$ cat src/rtl/cb_cfg_pkg.sv
// rtl/cb_cfg_pkg.sv - shared constants and helper functions for the X-channel connection block
//
// Purpose : default geometry plus the elaboration-time helpers that size the
//           configuration chain and map IPIN mux inputs onto channel tracks.
// Contents: DEF_* localparams, clog2(), track_idx().
package cb_cfg_pkg;

    localparam int DEF_CHAN_W   = 9;
    localparam int DEF_NUM_IPIN = 4;
    localparam int DEF_MUX_SIZE = 6;
    localparam int DEF_STRIDE   = 4;

    // Ceiling log2; clog2(1) = 0.
    function automatic int clog2(input int value);
        int result;
        int rem;
        result = 0;
        rem    = value - 1;
        while (rem > 0) begin
            result = result + 1;
            rem    = rem >> 1;
        end
        return result;
    endfunction

    // Mux input k of pin p taps track (p + (k>>1)*stride) mod chan_w;
    // even/odd k choose the left/right channel side.
    function automatic int track_idx(input int p, input int k, input int stride, input int chan_w);
        return (p + (k >> 1) * stride) % chan_w;
    endfunction

endpackage

$ cat src/rtl/cb_ipin_mux.sv
// rtl/cb_ipin_mux.sv - combinational IPIN select mux, unused codes drive 0
//
// Purpose : picks one of MUX_SIZE candidate tracks for a single grid pin.
// Ports   : data_i [MUX_SIZE-1:0]  candidate track values
//           sel_i  [SEL_W-1:0]     select code from the active config
//           out_o                  selected value, 0 when sel_i >= MUX_SIZE
module cb_ipin_mux #(
    parameter int MUX_SIZE = 6,
    parameter int SEL_W    = 3
) (
    input  logic [MUX_SIZE-1:0] data_i,
    input  logic [SEL_W-1:0]    sel_i,
    output logic                out_o
);

    // Compare against each legal code so out-of-range codes simply match nothing.
    always_comb begin
        out_o = 1'b0;
        for (int k = 0; k < MUX_SIZE; k++) begin
            if (sel_i == SEL_W'(k)) begin
                out_o = data_i[k];
            end
        end
    end

endmodule

$ cat src/rtl/cbx_param_shadow.sv
// rtl/cbx_param_shadow.sv - parametrised X-channel connection block with double-buffered config
//
// Purpose : channel feedthrough plus NUM_IPIN configurable pin muxes. Config is
//           shifted into a shadow chain and copied to the active register only
//           by a commit that arrives after exactly CFG_BITS shifts.
// Ports   : prog_clk, prog_reset (sync, active-high)
//           chanx_left_in/right_in    channel tracks entering each side
//           chanx_left_out/right_out  combinational feedthrough
//           ipin_out                  grid pin drivers, gated until first good commit
//           ccff_head, ccff_en        serial config data / shift enable
//           ccff_tail                 chain output (shadow MSB)
//           ccff_commit               commit request
//           commit_done, cfg_valid, cfg_err  commit status
module cbx_param_shadow
    import cb_cfg_pkg::*;
#(
    parameter int CHAN_W   = DEF_CHAN_W,
    parameter int NUM_IPIN = DEF_NUM_IPIN,
    parameter int MUX_SIZE = DEF_MUX_SIZE,
    parameter int STRIDE   = DEF_STRIDE
) (
    input  logic                prog_clk,
    input  logic                prog_reset,
    input  logic [CHAN_W-1:0]   chanx_left_in,
    input  logic [CHAN_W-1:0]   chanx_right_in,
    output logic [CHAN_W-1:0]   chanx_left_out,
    output logic [CHAN_W-1:0]   chanx_right_out,
    output logic [NUM_IPIN-1:0] ipin_out,
    input  logic                ccff_head,
    input  logic                ccff_en,
    output logic                ccff_tail,
    input  logic                ccff_commit,
    output logic                commit_done,
    output logic                cfg_valid,
    output logic                cfg_err
);

    localparam int SEL_W    = clog2(MUX_SIZE);
    localparam int CFG_BITS = NUM_IPIN * SEL_W;
    localparam int CNT_W    = clog2(CFG_BITS + 2);

    localparam logic [CNT_W-1:0] CNT_FULL = CNT_W'(CFG_BITS);
    // One past full marks an over-shifted chain; the counter parks there.
    localparam logic [CNT_W-1:0] CNT_SAT  = CNT_W'(CFG_BITS + 1);

    logic [CFG_BITS-1:0] shadow_q, shadow_d;
    logic [CFG_BITS-1:0] active_q, active_d;
    logic [CNT_W-1:0]    bit_cnt_q, bit_cnt_d;
    logic                cfg_valid_q, cfg_valid_d;
    logic                cfg_err_q, cfg_err_d;
    logic                commit_done_q, commit_done_d;

    // Feedthrough
    assign chanx_left_out  = chanx_right_in;
    assign chanx_right_out = chanx_left_in;

    // Chain, counter and commit
    always_comb begin
        shadow_d      = shadow_q;
        active_d      = active_q;
        bit_cnt_d     = bit_cnt_q;
        cfg_valid_d   = cfg_valid_q;
        cfg_err_d     = cfg_err_q;
        commit_done_d = 1'b0;

        if (ccff_commit) begin
            // Commit takes priority; a shift requested alongside it is dropped
            // and flagged, and the commit is judged on the pre-cycle count.
            bit_cnt_d = '0;
            if (bit_cnt_q == CNT_FULL) begin
                active_d      = shadow_q;
                cfg_valid_d   = 1'b1;
                commit_done_d = 1'b1;
            end else begin
                cfg_err_d = 1'b1;
            end
            if (ccff_en) begin
                cfg_err_d = 1'b1;
            end
        end else if (ccff_en) begin
            shadow_d = {shadow_q[CFG_BITS-2:0], ccff_head};
            if (bit_cnt_q != CNT_SAT) begin
                bit_cnt_d = bit_cnt_q + 1'b1;
            end
        end
    end

    always_ff @(posedge prog_clk) begin
        if (prog_reset) begin
            shadow_q      <= '0;
            active_q      <= '0;
            bit_cnt_q     <= '0;
            cfg_valid_q   <= 1'b0;
            cfg_err_q     <= 1'b0;
            commit_done_q <= 1'b0;
        end else begin
            shadow_q      <= shadow_d;
            active_q      <= active_d;
            bit_cnt_q     <= bit_cnt_d;
            cfg_valid_q   <= cfg_valid_d;
            cfg_err_q     <= cfg_err_d;
            commit_done_q <= commit_done_d;
        end
    end

    assign ccff_tail   = shadow_q[CFG_BITS-1];
    assign commit_done = commit_done_q;
    assign cfg_valid   = cfg_valid_q;
    assign cfg_err     = cfg_err_q;

    // IPIN muxes
    logic [NUM_IPIN-1:0][MUX_SIZE-1:0] mux_in;
    logic [NUM_IPIN-1:0]               mux_out;

    for (genvar p = 0; p < NUM_IPIN; p++) begin : g_pin
        for (genvar k = 0; k < MUX_SIZE; k++) begin : g_in
            if ((k % 2) == 0) begin : g_left
                assign mux_in[p][k] = chanx_left_in[track_idx(p, k, STRIDE, CHAN_W)];
            end else begin : g_right
                assign mux_in[p][k] = chanx_right_in[track_idx(p, k, STRIDE, CHAN_W)];
            end
        end

        cb_ipin_mux #(
            .MUX_SIZE (MUX_SIZE),
            .SEL_W    (SEL_W)
        ) u_mux (
            .data_i (mux_in[p]),
            .sel_i  (active_q[p*SEL_W +: SEL_W]),
            .out_o  (mux_out[p])
        );
    end

    // Pins stay quiet until a config has actually been committed.
    assign ipin_out = mux_out & {NUM_IPIN{cfg_valid_q}};

endmodule

$ cat config.mk
export PLATFORM = sky130hd
export DESIGN_NAME = cbx_param_shadow
export DESIGN_NICKNAME = d
export VERILOG_FILES = /design/src/rtl/cb_cfg_pkg.sv /design/src/rtl/cb_ipin_mux.sv /design/src/rtl/cbx_param_shadow.sv
export SDC_FILE = /design/constraint.sdc
export NUM_CORES = 1
export LEC_CHECK = 0
export CAP_MARGIN = 25
export CORE_ASPECT_RATIO = 1.2
export CORE_MARGIN = 2
export CORE_UTILIZATION = 49
export DETAILED_ROUTE_END_ITERATION = 10
export PLACE_DENSITY = 0.85
export RECOVER_POWER = 50
export SETUP_SLACK_MARGIN = 0.4
export SYNTH_ARGS = -nofsm -noshare
export SYNTH_HDL_FRONTEND = slang
export SYNTH_SLANG_ARGS = --single-unit
$ cat constraint.sdc
create_clock -name prog_clk -period 2.6 [get_ports prog_clk]
set_input_delay 0.26 -clock prog_clk [delete_from_list [all_inputs] [get_ports prog_clk]]
set_output_delay 0.26 -clock prog_clk [all_outputs]
set_load 0.05 [all_outputs]
==> metrics <==
Pwr Density=465.9 nW/um^2; Req. time, crit path=2340 ps; vias per cell=slightly above 5; post-synth top area cell=dfxtp_1; Worst Path Arrival=about 1900 ps; GRT Overall Usage=between 15 and 20%; Top FF cell, synth=dfxtp_1; syn_nets=206; Slew @ Worst Pin=approximately 520 ps; nets@finish=around 240; total clock buffers created by CTS=5; H-tree lvl count=2; outcome=finished clean; DP HPWL=about 2200 microns; Synth top area share=between 40% and 50%; # rows=22; post-synthesis sequential area ratio=about two fifths; root buf cell=clkbuf_4; fin crit period=around 2100 ps; Post-synth EDFFs=0; CP Capture Type=output pin; fillers=around 270; largest net degree at the start of global routing=21; setup bufs post-CTS=0; initial core utilization=49.92%; Synth cell types=25; Total Routed Length=~2900 microns; Slew HR=between 60% and 70%; Clock Latency Late Sink=roughly 330 ps; io pins=49; Final Hold Fails=0; port bufs=48; critical path launch point type=register; Synth warnings=0; WS Path Type=reg -> out; crit-path cells=mux4_2, nand3b_1, o31ai_2, dlygate4sd2_1; most frequent cells in the layout=nand2_1, clkdlybuf4s50_1, dfxtp_1, a21oi_1, mux2i_1; CP max stage cell=mux4_2; cell area after synthesis=~1500 sq um; GRT overflow=0; vias in the first global route=1,115; final setup fails=0; First-pass DRT Iterations=4; Hold Worst Slack=roughly 470 ps; total leakage power=about 0.66 nW; Mean Syn Cell Area=around 8.3 sq um; crit-path leading delay family=multiplexers; ys async rst share=0%; gpl congestion=around 0.71; DRC viols=0; post-route clock period utilization=80.97%; setup TNS=0 ps; min-delay worst type=reg -> reg; DR iter-0 viols=25; CTS Buffer Depth=2; post-cts sizing count=3; Ant. Diodes=0; Die Y=between 60 and 70 microns; clock skew=approximately 12 ps; Pins Over Slew Limit=0; area delta synth->final=28.24%; share of post-route cells with drive strength above 1=between 7 and 8%; # clock sinks=31; Die Area=around 3500 sq um; Die W=~54 microns; Buf+Inv Stages, Crit Path=1; flop and latch count out of synthesis=31; first-pass GRT wire length=approximately 4600 microns; Synth area leaders=dfxtp_1, nand2_1, buf_4; hold_buf cts=0; Mapped Cells=180; Core ar.=between 3000 and 4000 sq um; max cap viols=0; unrepaired setup endpoints after global routing=false; commonest non-fill, non-tap cell in the layout=nand2_1; CP max FO=3; Worst-path clk slew=90 ps; CP max stage delay=between 500 and 600 ps; Vias=approximately 1,300; Max Clk Rate=0.4750 GHz; initial antenna violation count=0; VDD IR-drop max=338.3 uV; wire per inst=11.73 microns; Antenna Nets Post-Route=0; CTS tree=yes
==> cell type report <==
| cell class | count | area [sq um] | area share, % |
|---|---|---|---|
| clock buffers | 7 | 45.04 | 2.345 |
| clock inverters | 1 | 5.005 | 0.2606 |
| inverters | 2 | 7.507 | 0.3909 |
| multi-input cells | 121 | 711.9 | 37.07 |
| flip-flops and latches | 31 | 620.6 | 32.31 |
| well taps | 36 | 45.04 | 2.345 |
| repair buffers | 50 | 485.5 | 25.28 |
==> registers in the layout, indices dropped and copies added (netlist names) <==
| signal | flops |
|---|---|
| active_q | 12 |
| bit_cnt_q | 4 |
| cfg_err | 1 |
| cfg_valid | 1 |
| commit_done | 1 |
| shadow_q | 12 |
==> power breakdown <==
part | switching, mW | total, mW | internal, mW
registers | 0.00278 | 0.480 | 0.478
clock network | 0.151 | 0.256 | 0.105
logic | 0.0925 | 0.158 | 0.0658
==> cells in the mapped netlist, types with 2 or more instances <==
cell / number
clkbuf_1: 4
buf_2: 3
inv_1: 2
o31ai_1: 3
a21oi_1: 27
mux2i_1: 6
dfxtp_1: 31
nand4_1: 2
mux4_2: 4
ha_1: 3
buf_4: 19
nor2_1: 5
nand2b_1: 2
nand3b_1: 3
nor2b_1: 2
nand2_1: 55
==> worst paths after layout <==
kind | slack [ps] | start | end | depth (start not counted)
setup / recovery | 490 | active_q[5] | ipin_out[1] | 4
hold / removal | 470 | shadow_q[6] | shadow_q[7] | 2
setup reg to reg | 1100 | bit_cnt_q[0] | active_q[3] | 5
hold reg to reg | 470 | shadow_q[6] | shadow_q[7] | 2
==> per-stage QoR <==
stage | area [sq um] | setup WS [ps] | std cells | utilization [%] | power (mW)
after global placement | 1878 | 269.7 | 240 | 62.59 | 0.6501
after CTS | 1924 | 464.1 | 248 | 64.14 | 0.9088
after floorplan | 1513 | 664.1 | 180 | - | 0.5963
after global routing | 1921 | 418.7 | 248 | 64.01 | 0.9383
final | 1921 | 494.9 | 248 | 64.01 | 0.8948
after detailed placement | 1878 | 239.3 | 240 | 62.59 | 0.6510
==> worst reg2reg max path, cell delays in order (launching register included) <==
cell and delay [ps]:
dfxtp_1 360, inv_1 90, ha_1 200, nand4_1 440, nand2_1 210, a21oi_1 80
==> cell families after synthesis <==
logic type | after synthesis | share of synthesized area (%)
flops | 31 | 41.44
simple gates | 75 | 21.89
fa+ha+maj | 3 | 2.507
mux | 10 | 10.03
buf+inv | 28 | 12.03
compound gates | 33 | 12.11
==> routing by layer <==
metal	vias to the layer above	global-route usage, %	part of all wire, %
met5	-	0	0
met4	0	9.375	1.3
met3	4	5.760	6.7
met2	47	29.82	50
met1	570	20.18	42
li1	655	-	-
(Power assumes the default switching activity.)
==> variant 1 (same settings) <==
Remove the register `commit_done_q`: a continuous assignment takes its place, so the output `commit_done` follows one clock earlier.
--- a/src/rtl/cbx_param_shadow.sv
+++ b/src/rtl/cbx_param_shadow.sv
@@ -92,16 +92,16 @@
             bit_cnt_q     <= '0;
             cfg_valid_q   <= 1'b0;
             cfg_err_q     <= 1'b0;
-            commit_done_q <= 1'b0;
         end else begin
             shadow_q      <= shadow_d;
             active_q      <= active_d;
             bit_cnt_q     <= bit_cnt_d;
             cfg_valid_q   <= cfg_valid_d;
             cfg_err_q     <= cfg_err_d;
-            commit_done_q <= commit_done_d;
         end
     end
+
+    assign commit_done_q = commit_done_d;
 
     assign ccff_tail   = shadow_q[CFG_BITS-1];
     assign commit_done = commit_done_q;
Function: same outputs for any inputs over 10 cycles, from zero or initial values and one cycle with prog_reset high; that may be too few to reach the edited logic, so the function may still have changed.
==> variant 1 against the unedited design <==
- final area rose by 0.20%
- clock power rose by 30%
- total power rose by 6.8%
- count of clock-buffer cells in the layout is 1 higher
- worst setup slack worse by 0.0072 ns
- area after synthesis decreased by 1.3%
- critical path depth rose by 1
- register-to-register slack got worse by 0.46 ns
- wire length grew 3.6%
- sequential cell count shrank 1
- critical endpoint is now commit_done
- largest power group unchanged
==> variant 1: results (changes against the unedited design) <==
| Metric | Value |
|---|---|
| Worst R2R End | `active_q[4]$_SDFFE_PP0P_ (was active_q[3]$_SDFFE_PP0P_)` |
| Top post-synthesis cells by count | `55 x nand2_1, 30 x dfxtp_1, 27 x a21oi_1, 18 x buf_4, 6 x mux2i_1 (was 55 x nand2_1, 31 x dfxtp_1, 27 x a21oi_1, 19 x buf_4, 6 x mux2i_1)` |
| Peak supply drop | `0.000325 V (was 0.000338 V)` |
| Status | `finished clean (unchanged)` |
| First-pass GRT wire length | `4.90 mm (was 4.62 mm)` |
| Adder-Cell Fraction of Synth Area | `0.0254 (was 0.0251)` |
| Met2 wire len | `1.55 mm (was 1.45 mm)` |
| Synth Area in Compound Gates | `0.123 (was 0.121)` |
| Vias in the first global route | `1198 (was 1115)` |
| Total global routing track utilization | `0.194 (was 0.181)` |
| Worst path max stage delay | `0.44 ns (was 0.52 ns)` |
| R2R cell count | `7 (was 5)` |
| Worst Hold Launch | `shadow_q[3]$_SDFFE_PP0P_ (was shadow_q[6]$_SDFFE_PP0P_)` |
| CP delay by family, top | `buffers and inverters (was multiplexers)` |
| R2R Setup Slk | `0.64 ns (was 1.10 ns)` |
| DRT iter0 DRCs | `18 (was 25)` |
| Multiplexer share of the synthesized area | `0.102 (was 0.100)` |
| Vias | `1277 (was 1276)` |
| Inst Count DP | `236 (was 240)` |
| Met2 Usage GRT | `0.361 (was 0.298)` |
| CP endpoint | `commit_done (was ipin_out[1])` |
| Cell Area, Placed | `0.00186 mm2 (was 0.00188 mm2)` |
| Syn_nets | `204 (was 206)` |
| Met3 WL post-DR | `265 um (was 196 um)` |
| Clock skew | `0.00713 ns (was 0.0122 ns)` |
| Leakage | `0.671 nW (was 0.659 nW)` |
| Share of cells above drive strength 1 | `0.0952 (was 0.0708)` |
| Rel. slew slack | `0.527 (was 0.651)` |
| Routed wire per std cell | `12.4 um (was 11.7 um)` |
| Met3 Use GR | `0.0631 (was 0.0576)` |
| CP max FO | `13 (was 3)` |
variant 1: metrics by stage:
step	power (mW)	hold slack (ns)	worst slack (ns)
2_1_floorplan	0.581	0.339	0.615
3_3_place_gp	0.631	0.456	0.298
3_5_place_dp	0.635	0.460	0.248
4_1_cts	0.969	0.469	0.450
5_1_grt	0.991	0.486	0.219
6_report	0.956	0.468	0.488
variant 1: cells by family (layout without fill, tap and decap cells):
family	after synthesis	after routing
mux	10	10
buf+inv	29	61
flops	30	30
simple gates	73	73
compound gates	33	33
fa+ha+maj	3	3
variant 1: power by group:
group / internal, mW / leakage [nW] / switching, mW
sequential: 0.462 / 0.242 / 0.00273
combinational: 0.0647 / 0.384 / 0.0925
clock: 0.185 / 0.0446 / 0.149
variant 1: area by class of cell:
cell class                      count  area (um2)
Inverter                            3        11.3
Sequential cell                    30         601
Clock buffer                        8        78.8
Timing Repair Buffer               50         492
Multi-Input combinational cell    119         699
Tap cell                           34        42.5
Fill cell                         222         913
==> variant 2 (config.mk and constraints unchanged) <==
Made on the original files. `DEF_NUM_IPIN`: 4 -> 5.
--- a/src/rtl/cb_cfg_pkg.sv
+++ b/src/rtl/cb_cfg_pkg.sv
@@ -6,7 +6,7 @@
 package cb_cfg_pkg;
 
     localparam int DEF_CHAN_W   = 9;
-    localparam int DEF_NUM_IPIN = 4;
+    localparam int DEF_NUM_IPIN = 5;
     localparam int DEF_MUX_SIZE = 6;
     localparam int DEF_STRIDE   = 4;
 
Ports: changed (resized ipin_out); port bits go from 49 to 50. No check against the original RTL was run, so the function may have changed too.
==> variant 2 against the unedited design <==
- first-iteration DRC count rose to 2.8 times the old value
- non-clock buffer count did not move
- worst setup slack improved by 0.052 ns
- sequential cell count rose by 7
- area after synthesis rose by 20%
- total power rose by 25%
- maximum frequency rose by 2.5%
- wire length rose by 17%
- final area rose by 17%
- critical path type is now in -> out
- critical endpoint unchanged
- largest power group unchanged
- highest routed layer unchanged
==> variant 2: results (changes against the unedited design) <==
| Metric | Value |
|---|---|
| Clock slew at reported path FFs | `0.07 ns (was 0.09 ns)` |
| Cell Area, Placed | `0.00217 mm2 (was 0.00188 mm2)` |
| Top post-synthesis cells by count | `72 x nand2_1, 38 x dfxtp_1, 31 x a21oi_1, 21 x buf_4, 7 x mux2i_1 (was 55 x nand2_1, 31 x dfxtp_1, 27 x a21oi_1, 19 x buf_4, 6 x mux2i_1)` |
| Synth top area cells | `dfxtp_1 42%, nand2_1 15%, buf_4 8.8%, a21oi_1 8.7%, mux4_2 6.3% (was dfxtp_1 41%, nand2_1 14%, buf_4 9.5%, a21oi_1 9.0%, mux4_2 6.0%)` |
| PortBufs | `49 (was 48)` |
| R2R cell count | `6 (was 5)` |
| Layout Nets | `271 (was 237)` |
| XOR/XNOR Fraction of Synth Area | `0.00489 (was 0)` |
| Leading registers by flop count | `active_q (15), shadow_q (15), bit_cnt_q (5) (was active_q (12), shadow_q (12), bit_cnt_q (4))` |
| CP delay by family, top | `buffers and inverters (was multiplexers)` |
| CP Data Arrival Time | `1.79 ns (was 1.85 ns)` |
| Skew-Pair Late Insertion Delay | `0.28 ns (was 0.33 ns)` |
| Status | `finished clean (unchanged)` |
| Vias in the first global route | `1361 (was 1115)` |
| Via-to-Cell Ratio | `5.25 (was 5.15)` |
| RePlAce Congestion | `0.736 (was 0.711)` |
| Register area share after synthesis | `0.425 (was 0.414)` |
| Share of cells above drive strength 1 | `0.0694 (was 0.0708)` |
| Post-synth cell types | `24 (was 25)` |
| Fill count | `314 (was 265)` |
| Adder-Cell Fraction of Synth Area | `0.0210 (was 0.0251)` |
| Peak supply drop | `0.000309 V (was 0.000338 V)` |
| CTS root buffer | `clkbuf_8 (was clkbuf_4)` |
| Worst hold slack | `0.462 ns (was 0.471 ns)` |
| Max Freq | `0.487 GHz (was 0.475 GHz)` |
| Rel. slew slack | `0.472 (was 0.651)` |
| Syn_nets | `242 (was 206)` |
| Dpl hpwl | `2.58 mm (was 2.24 mm)` |
| Largest net degree at the start of global routing | `35 (was 21)` |
| First-pass GRT wire length | `5.64 mm (was 4.62 mm)` |
| R2R Setup Slk | `0.69 ns (was 1.10 ns)` |
| DRT iter0 DRCs | `71 (was 25)` |
| Total global routing track utilization | `0.174 (was 0.181)` |
| Routed wire per std cell | `12.0 um (was 11.7 um)` |
| Setup WS pre-CTS | `0.257 ns (was 0.239 ns)` |
| Clock skew | `0.00681 ns (was 0.0122 ns)` |
[variant 2: metal layers]
metal,part of all wire,vias up,routed length (um),track usage
li1,-,763,-,-
met1,0.43,668,1470,0.197
met2,0.49,51,1660,0.298
met3,0.069,9,234,0.0519
met4,0.014,0,48,0.0631
met5,0,-,0,0
[variant 2: final timing paths]
path | startpoint | endpoint
max | chanx_right_in[0] | ipin_out[1]
min | shadow_q[1]$_SDFFE_PP0P_ | active_q[1]$_SDFFE_PP0P_
max reg2reg | bit_cnt_q[0]$_SDFFE_PP0P_ | active_q[7]$_SDFFE_PP0P_
min reg2reg | shadow_q[1]$_SDFFE_PP0P_ | active_q[1]$_SDFFE_PP0P_
[variant 2: area by class of cell]
class                      instances  area [um2]  share of cell area
multi-input combinational        147         852               0.380
inverter                           3        11.3             0.00502
tap                               39        48.8              0.0218
clock buffer                       5        68.8              0.0307
sequential                        38         761               0.339
timing repair buffer              50         492               0.219
clock inverter                     2        10.0             0.00446
[variant 2: cells by family (layout without fill, tap and decap cells)]
family | Yosys count | count (layout)
flops | 38 | 38
simple gates | 92 | 92
xor+xnor | 1 | 1
fa+ha+maj | 3 | 3
mux | 12 | 12
compound gates | 39 | 39
buf+inv | 31 | 60
[variant 2: report_power, final]
| part | internal [mW] | switching, mW |
|---|---|---|
| combinational | 0.0646 | 0.0974 |
| clock | 0.180 | 0.186 |
| sequential | 0.586 | 0.00280 |
| total | 0.830 | 0.286 |
[variant 2: per-stage QoR]
stage / total power, mW / std cells
floorplan: 0.713 / 216
global placement: 0.767 / 277
detailed placement: 0.768 / 277
CTS: 1.13 / 284
global route: 1.16 / 284
finish: 1.12 / 284
[variant 2: worst min-delay path, delay by kind of cell, from the launching register on]
family	cells	cell delay, ns
AND/OR/NAND/NOR	1	0.06
AO/OA/AOI/OAI	1	0.05
flip-flops	1	0.32
